File: config.mk
export PLATFORM = sky130hd
export DESIGN_NAME = uart_rx_cfg
export DESIGN_NICKNAME = d
export VERILOG_FILES = /design/src/rtl/uart_pkg.sv /design/src/rtl/uart_sync2.sv /design/src/rtl/uart_rx_cfg.sv
export SDC_FILE = /design/constraint.sdc
export NUM_CORES = 1
export LEC_CHECK = 0
export BUFFER_PORTS_ARGS = -buffer_cell sky130_fd_sc_hd__buf_4
export CORE_ASPECT_RATIO = 1.75
export CORE_MARGIN = 8
export CORE_UTILIZATION = 52
export CTS_CLUSTER_DIAMETER = 80
export DETAILED_ROUTE_END_ITERATION = 16
export PLACE_DENSITY = 0.79
export SLEW_MARGIN = 20
export SYNTH_ARGS = -nofsm -noshare
export SYNTH_HDL_FRONTEND = slang
export SYNTH_SLANG_ARGS = --single-unit
File: constraint.sdc
create_clock -name clk -period 1.7 [get_ports clk]
set_clock_uncertainty 0.15 [all_clocks]
set_input_delay 0.085 -clock clk [delete_from_list [all_inputs] [get_ports clk]]
set_output_delay 0.085 -clock clk [all_outputs]
set_load 0.005 [all_outputs]
File: src/rtl/uart_pkg.sv
// Shared UART definitions: receiver/transmitter FSM encodings, legal frame
// constants and the 2-of-3 majority vote used for bit sampling.
package uart_pkg;

  typedef enum logic [2:0] {
    ST_IDLE   = 3'd0,
    ST_START  = 3'd1,
    ST_DATA   = 3'd2,
    ST_PARITY = 3'd3,
    ST_STOP   = 3'd4
  } uart_state_t;

  localparam int OVS_8    = 8;
  localparam int OVS_16   = 16;
  localparam int STOP_ONE = 1;
  localparam int STOP_TWO = 2;

  function automatic logic maj3(input logic a, input logic b, input logic c);
    return (a & b) | (a & c) | (b & c);
  endfunction

endpackage

File: src/rtl/uart_sync2.sv
// Two-flop synchronizer for the asynchronous serial line; both flops reset
// to the idle (high) level so no false start is seen coming out of reset.
module uart_sync2 (
  input  logic clk,
  input  logic rst_n,
  input  logic d,
  output logic q
);

  logic meta;

  always_ff @(posedge clk or negedge rst_n) begin
    if (!rst_n) begin
      meta <= 1'b1;
      q    <= 1'b1;
    end else begin
      meta <= d;
      q    <= meta;
    end
  end

endmodule

File: src/rtl/uart_rx_cfg.sv
// Configurable oversampling UART receiver: start-bit validation, 2-of-3
// majority sampling, optional parity, 1 or 2 stop bits, break detection.
module uart_rx_cfg
  import uart_pkg::*;
#(
  parameter int DATA_BITS  = 8,
  parameter int OVERSAMPLE = 16,
  parameter int PARITY_EN  = 0,
  parameter int PARITY_ODD = 0,
  parameter int STOP_BITS  = 1
) (
  input  logic                 clk,
  input  logic                 rst_n,
  input  logic                 baud_tick,
  input  logic                 rx,
  output logic [DATA_BITS-1:0] rx_data,
  output logic                 rx_valid,
  output logic                 parity_err,
  output logic                 frame_err,
  output logic                 break_det
);

  // Out-of-range settings fall back to the defaults rather than mis-timing.
  localparam int OVS   = (OVERSAMPLE == OVS_8) ? OVS_8 : OVS_16;
  localparam int NSTOP = (STOP_BITS == STOP_TWO) ? STOP_TWO : STOP_ONE;
  localparam int CW    = $clog2(OVS);

  localparam logic [CW-1:0] CNT_LAST  = CW'(OVS - 1);
  localparam logic [CW-1:0] SMP_FIRST = CW'(OVS / 2 - 1);
  localparam logic [CW-1:0] SMP_MID   = CW'(OVS / 2);
  localparam logic [CW-1:0] SMP_LAST  = CW'(OVS / 2 + 1);
  localparam logic [3:0]    DATA_LAST = 4'(DATA_BITS - 1);
  localparam logic [3:0]    STOP_LAST = 4'(NSTOP - 1);
  localparam bit            HAS_PAR   = (PARITY_EN != 0);
  localparam logic          ODD_PAR   = (PARITY_ODD != 0);

  uart_state_t          state, state_next;
  logic                 rx_sync;
  logic [CW-1:0]        cnt;
  logic [3:0]           idx;
  logic [1:0]           smp;
  logic [DATA_BITS-1:0] shift;
  logic                 par_bit;
  logic                 ferr_acc;
  logic                 wrap, decide, vote, frame_done, frame_bad;

  uart_sync2 u_sync (
    .clk   (clk),
    .rst_n (rst_n),
    .d     (rx),
    .q     (rx_sync)
  );

  always_ff @(posedge clk or negedge rst_n) begin
    if (!rst_n) state <= ST_IDLE;
    else        state <= state_next;
  end

  always_comb begin
    wrap       = baud_tick && (cnt == CNT_LAST);
    decide     = baud_tick && (cnt == SMP_LAST);
    vote       = maj3(smp[1], smp[0], rx_sync);
    frame_done = (state == ST_STOP) && decide && (idx == STOP_LAST);
    frame_bad  = ferr_acc | ~vote;
    state_next = state;
    case (state)
      ST_IDLE:   if (baud_tick && !rx_sync) state_next = ST_START;
      ST_START: begin
        if (decide && vote) state_next = ST_IDLE;
        else if (wrap)      state_next = ST_DATA;
      end
      ST_DATA:   if (wrap && idx == DATA_LAST) state_next = HAS_PAR ? ST_PARITY : ST_STOP;
      ST_PARITY: if (wrap) state_next = ST_STOP;
      ST_STOP:   if (frame_done) state_next = ST_IDLE;
      default:   state_next = ST_IDLE;
    endcase
  end

  // Datapath advances only on baud_tick; rx_valid is the single exception.
  always_ff @(posedge clk or negedge rst_n) begin
    if (!rst_n) begin
      cnt        <= '0;
      idx        <= '0;
      smp        <= '0;
      shift      <= '0;
      par_bit    <= 1'b0;
      ferr_acc   <= 1'b0;
      rx_data    <= '0;
      rx_valid   <= 1'b0;
      parity_err <= 1'b0;
      frame_err  <= 1'b0;
      break_det  <= 1'b0;
    end else begin
      rx_valid <= 1'b0;
      if (baud_tick) begin
        if (state == ST_IDLE) begin
          cnt      <= '0;
          idx      <= '0;
          ferr_acc <= 1'b0;
          par_bit  <= 1'b0;
        end else begin
          cnt <= wrap ? '0 : cnt + CW'(1);
          if (cnt == SMP_FIRST || cnt == SMP_MID) smp <= {smp[0], rx_sync};
          if (state == ST_DATA && decide) shift <= {vote, shift[DATA_BITS-1:1]};
          if (state == ST_PARITY && decide) par_bit <= vote;
          if (state == ST_STOP && decide) ferr_acc <= frame_bad;
          if (wrap && (state == ST_DATA || state == ST_STOP))
            idx <= (state == ST_DATA && idx == DATA_LAST) ? '0 : idx + 4'd1;
        end
      end
      if (frame_done) begin
        rx_valid   <= 1'b1;
        rx_data    <= shift;
        parity_err <= HAS_PAR && ((^shift ^ par_bit) != ODD_PAR);
        frame_err  <= frame_bad;
        break_det  <= (shift == '0) && (!HAS_PAR || !par_bit) && frame_bad;
      end
    end
  end

endmodule
==> impl_metrics.prom <==
# TYPE chip_impl_metric gauge
chip_impl_metric{name="synth-seq-area-share",unit=""} 0.512
chip_impl_metric{name="die_w",unit="um"} 59.4
chip_impl_metric{name="grt_pass1_wl",unit="mm"} 5.96
chip_impl_metric{name="grt_max_degree",unit=""} 36
chip_impl_metric{name="worst-path-buf-inv",unit=""} 1
chip_impl_metric{name="drv_cap",unit=""} 0
chip_impl_metric{name="wl_per_cell",unit="um"} 17.6
chip_impl_metric{name="h-tree-depth",unit=""} 2
chip_impl_metric{name="holdWs",unit="ps"} 129
chip_impl_metric{name="number_of_design_rule_violations_left_after_detail_routing",unit=""} 0
chip_impl_info{name="synth_top_cells_by_area",value="sky130_fd_sc_hd__dfrtp_1 48%, sky130_fd_sc_hd__mux2_2 7.9%, sky130_fd_sc_hd__mux2_4 6.1%, sky130_fd_sc_hd__ha_1 3.6%, sky130_fd_sc_hd__dfstp_2 3.1%"} 1
chip_impl_info{name="path_delay_family",value="simple AND/OR/NAND/NOR gates"} 1
chip_impl_info{name="cp_cell_sequence",value="inv_2 > ha_4 > and4b_4 > nand3_4 > mux2_4"} 1
chip_impl_info{name="endpoint",value="rx_data[0]"} 1
chip_impl_info{name="grt_setup_unrepaired",value="true"} 1
chip_impl_metric{name="final_core_utilization",unit=""} 0.718
chip_impl_metric{name="final_period_minus_worst_setup_slack",unit="ps"} 1750
chip_impl_metric{name="power_density",unit="nW/um^2"} 1140
chip_impl_info{name="worst_setup_path_startpoint",value="cnt[1]"} 1
chip_impl_metric{name="fraction_of_layout_instances_using_a_drive_strength_above_1",unit=""} 0.511
chip_impl_info{name="status",value="finished, violations left"} 1
chip_impl_metric{name="post_synth_inst_count",unit=""} 142
chip_impl_metric{name="final_hold_viol_count",unit=""} 0
chip_impl_metric{name="max_stage_delay",unit="ps"} 420
chip_impl_metric{name="setup_viol",unit=""} 8
chip_impl_metric{name="syn_avg_cell_area",unit="sq um"} 12.1
chip_impl_metric{name="worst-path-stages",unit=""} 5
chip_impl_metric{name="clkSlewWorstSetupHoldPaths",unit="ps"} 70
chip_impl_metric{name="clock_insertion_delay_worst_skew",unit="ps"} 290
chip_impl_metric{name="post_synth_instance_area",unit="sq um"} 1720
chip_impl_metric{name="async_reset_ff_frac",unit=""} 1.00
chip_impl_info{name="largest_area_contributor_in_the_netlist",value="sky130_fd_sc_hd__dfrtp_1"} 1
chip_impl_metric{name="net-switching-power",unit="uW"} 827
chip_impl_info{name="crit-reg2reg-launch",value="cnt[1]"} 1
chip_impl_info{name="cp-start-kind",value="register"} 1
chip_impl_metric{name="fmax",unit="GHz"} 0.572
chip_impl_metric{name="clk_path_buf_depth",unit=""} 2
chip_impl_metric{name="vias_per_cell",unit=""} 5.61
chip_impl_info{name="worst_r2r_endpoint",value="rx_data[0]"} 1
chip_impl_metric{name="gpl_wtd_cong",unit=""} 0.792
chip_impl_metric{name="clock-sinks",unit=""} 35
chip_impl_metric{name="antenna-diode-count",unit=""} 0
chip_impl_metric{name="syn_to_final_growth",unit="%"} 31.5
chip_impl_metric{name="floorplan.io_pins",unit=""} 16
chip_impl_metric{name="post_place_setup_slack",unit="ps"} -92.7
chip_impl_metric{name="arrival",unit="ps"} 1770
chip_impl_metric{name="drt.antenna.violating_nets",unit=""} 0
chip_impl_metric{name="grt.total_usage",unit=""} 0.142
chip_impl_metric{name="detail_route.iter0.violations",unit=""} 25
chip_impl_metric{name="post-route-period-util",unit=""} 1.03
chip_impl_metric{name="share_seq_of_total_power",unit=""} 0.421
chip_impl_metric{name="timing.reg2reg.setup_slack",unit="ps"} -50
chip_impl_metric{name="critical_path.max_fanout",unit=""} 6
chip_impl_metric{name="synthesis.nets",unit=""} 151
chip_impl_info{name="tritoncts",value="built"} 1
chip_impl_info{name="synth_flop_cell",value="sky130_fd_sc_hd__dfrtp_1"} 1
chip_impl_info{name="cp-end-kind",value="register"} 1
chip_impl_info{name="root_buffer_master",value="sky130_fd_sc_hd__clkbuf_8"} 1
chip_impl_metric{name="synth_largest_type_area_fraction",unit=""} 0.481
chip_impl_metric{name="nNetsFinal",unit=""} 188
chip_impl_metric{name="count_of_flip_flops_with_a_built_in_enable_after_synthesis",unit=""} 0
chip_impl_metric{name="io_buffers",unit=""} 14
chip_impl_metric{name="power.leakage",unit="uW"} 0.00106
chip_impl_metric{name="number_of_synthesized_register_bits",unit=""} 35
chip_impl_info{name="criticalPathCategory",value="reg -> reg"} 1
chip_impl_metric{name="timing.final.max_slew_violations",unit=""} 0
chip_impl_metric{name="worst_reg_to_reg_path_cell_count",unit=""} 5
chip_impl_metric{name="place.detailed.hpwl",unit="mm"} 2.38
chip_impl_info{name="slowest_stage",value="sky130_fd_sc_hd__dfrtp_1"} 1
chip_impl_metric{name="placementRows",unit=""} 27
chip_impl_metric{name="ir_worst_vdd",unit="mV"} 0.899
chip_impl_metric{name="power.switching_fraction",unit=""} 0.323
chip_impl_metric{name="placeableCoreArea",unit="sq um"} 3140
chip_impl_metric{name="final_critical_path_setup_slack",unit="ps"} -47.8
chip_impl_metric{name="ys.warnings.count",unit=""} 0
chip_impl_info{name="worstHoldPathType",value="in -> async"} 1
chip_impl_metric{name="die_h",unit="um"} 92.0
chip_impl_metric{name="cp.required",unit="ps"} 1720
chip_impl_metric{name="starting_density_of_the_core",unit=""} 0.546
chip_impl_info{name="violations",value="negative setup slack"} 1
chip_impl_metric{name="share_comb_of_total_power",unit=""} 0.286
chip_impl_metric{name="cts_inserted_buffers",unit=""} 5
chip_impl_metric{name="dr_total_vias",unit=""} 1251
chip_impl_metric{name="die_area",unit="sq um"} 5460
chip_impl_metric{name="netlist-cell-type-count",unit=""} 41
chip_impl_metric{name="grt_overflow",unit=""} 0
chip_impl_metric{name="drtPass1Iterations",unit=""} 4
chip_impl_metric{name="pwr-share-clk",unit=""} 0.293
chip_impl_metric{name="internal_power",unit="uW"} 1740
chip_impl_metric{name="vias_in_the_first_global_route",unit=""} 1322
chip_impl_metric{name="finalWirelength",unit="mm"} 3.92
chip_impl_metric{name="antenna_found_initial",unit=""} 0
state kept, by name, summed over array words and instances, names as in the netlist, 2 cells and up:
register,count
cnt,4
idx,4
rx_data,8
shift,8
smp,2
state,3
routing by layer:
metal,part of all wire,track usage,vias up
met5,0,0,-
met4,0.031,0.0884,0
met3,0.039,0.0490,12
met2,0.54,0.236,29
met1,0.39,0.145,637
li1,-,-,573
worst min path at each step:
stage / slack, ps / to
2_1_floorplan: -360 / break_det
3_3_place_gp: -100 / idx[0]
3_5_place_dp: -90 / idx[3]
6_report: 130 / idx[0]
4_1_cts: 140 / cnt[3]
5_1_grt: 170 / idx[0]
synth_stat cells, drive strengths merged, types with 2 or more instances:
library cell,count
nand2,13
ha,5
mux2,19
nand2b,5
maj3,2
nor2,6
dfstp,2
nor3b,2
o31ai,4
buf,6
inv,5
nor4,2
nand3b,3
o21ai,10
nand3,5
dfrtp,33
area by class of cell:
class	count	area [sq um]
Clock inverter	3	43.8
Sequential cell	35	882
Fill cell	219	886
Tap cell	43	53.8
Inverter	5	18.8
Timing Repair Buffer	35	282
Clock buffer	5	68.8
Multi-Input combinational cell	97	907
worst register-to-register path, cell delays in order, from the launching register on:
cell	delay [ps]
sky130_fd_sc_hd__dfrtp_1	420
sky130_fd_sc_hd__inv_2	100
sky130_fd_sc_hd__ha_4	120
sky130_fd_sc_hd__and4b_4	330
sky130_fd_sc_hd__nand3_4	170
sky130_fd_sc_hd__mux2_4	350
logic make-up after synthesis:
kind of cell	Yosys count	synth area share
DFF	35	0.512
and+or+nand+nor	47	0.172
buffers and inverters	11	0.0438
other	1	0.00219
AOI/OAI and AO/OA	22	0.0817
adders and majority gates	7	0.0481
muxes	19	0.140
placed cells by master, fill, tap and decap left out, types with 2 or more instances in the layout:
cell	count
sky130_fd_sc_hd__nand3_4	2
sky130_fd_sc_hd__nand2_2	2
sky130_fd_sc_hd__nor3b_4	2
sky130_fd_sc_hd__clkbuf_8	5
sky130_fd_sc_hd__inv_1	3
sky130_fd_sc_hd__o21ai_1	3
sky130_fd_sc_hd__dlygate4sd3_1	3
sky130_fd_sc_hd__ha_4	3
sky130_fd_sc_hd__buf_4	29
sky130_fd_sc_hd__nor2_1	5
sky130_fd_sc_hd__o31ai_1	2
sky130_fd_sc_hd__dfrtp_2	3
sky130_fd_sc_hd__o31ai_2	2
sky130_fd_sc_hd__inv_2	2
sky130_fd_sc_hd__dfrtp_1	30
sky130_fd_sc_hd__nand2_1	10
sky130_fd_sc_hd__dfstp_2	2
sky130_fd_sc_hd__mux2_4	9
sky130_fd_sc_hd__o21ai_0	7
sky130_fd_sc_hd__nor4_1	2
sky130_fd_sc_hd__nand2b_1	5
sky130_fd_sc_hd__buf_6	3
sky130_fd_sc_hd__mux2_2	10
sky130_fd_sc_hd__nand3_1	4
sky130_fd_sc_hd__nand3b_1	3
stage by stage:
step	TNS (ps)	cells	total power [uW]	cell area, sq um
finish	-267	223	2560	2260
global route	-756	223	2690	2260
CTS	-358	217	2380	2110
detailed placement	-989	203	1550	1900
global placement	-103	203	1510	1900
floorplan	0	142	1390	1720
power groups by stage:
stage                     logic (uW)  registers (uW)  clock network, uW
after floorplan                  380            1010                  0
after global placement           463            1050                  0
after detailed placement         491            1060                  0
after CTS                        563            1060                761
after global routing             796            1090                807
final                            734            1080                750
repair_timing:
action	in CTS	in global routing
resized for setup	12	27
hold endpoints to repair	38	0
hold buffers	3	0
buffers inserted	2	6
endpoints found under the setup margin	24	22
gates cloned	1	0
pin swaps	5	10
Note: power is estimated with default switching activity, not from simulation.
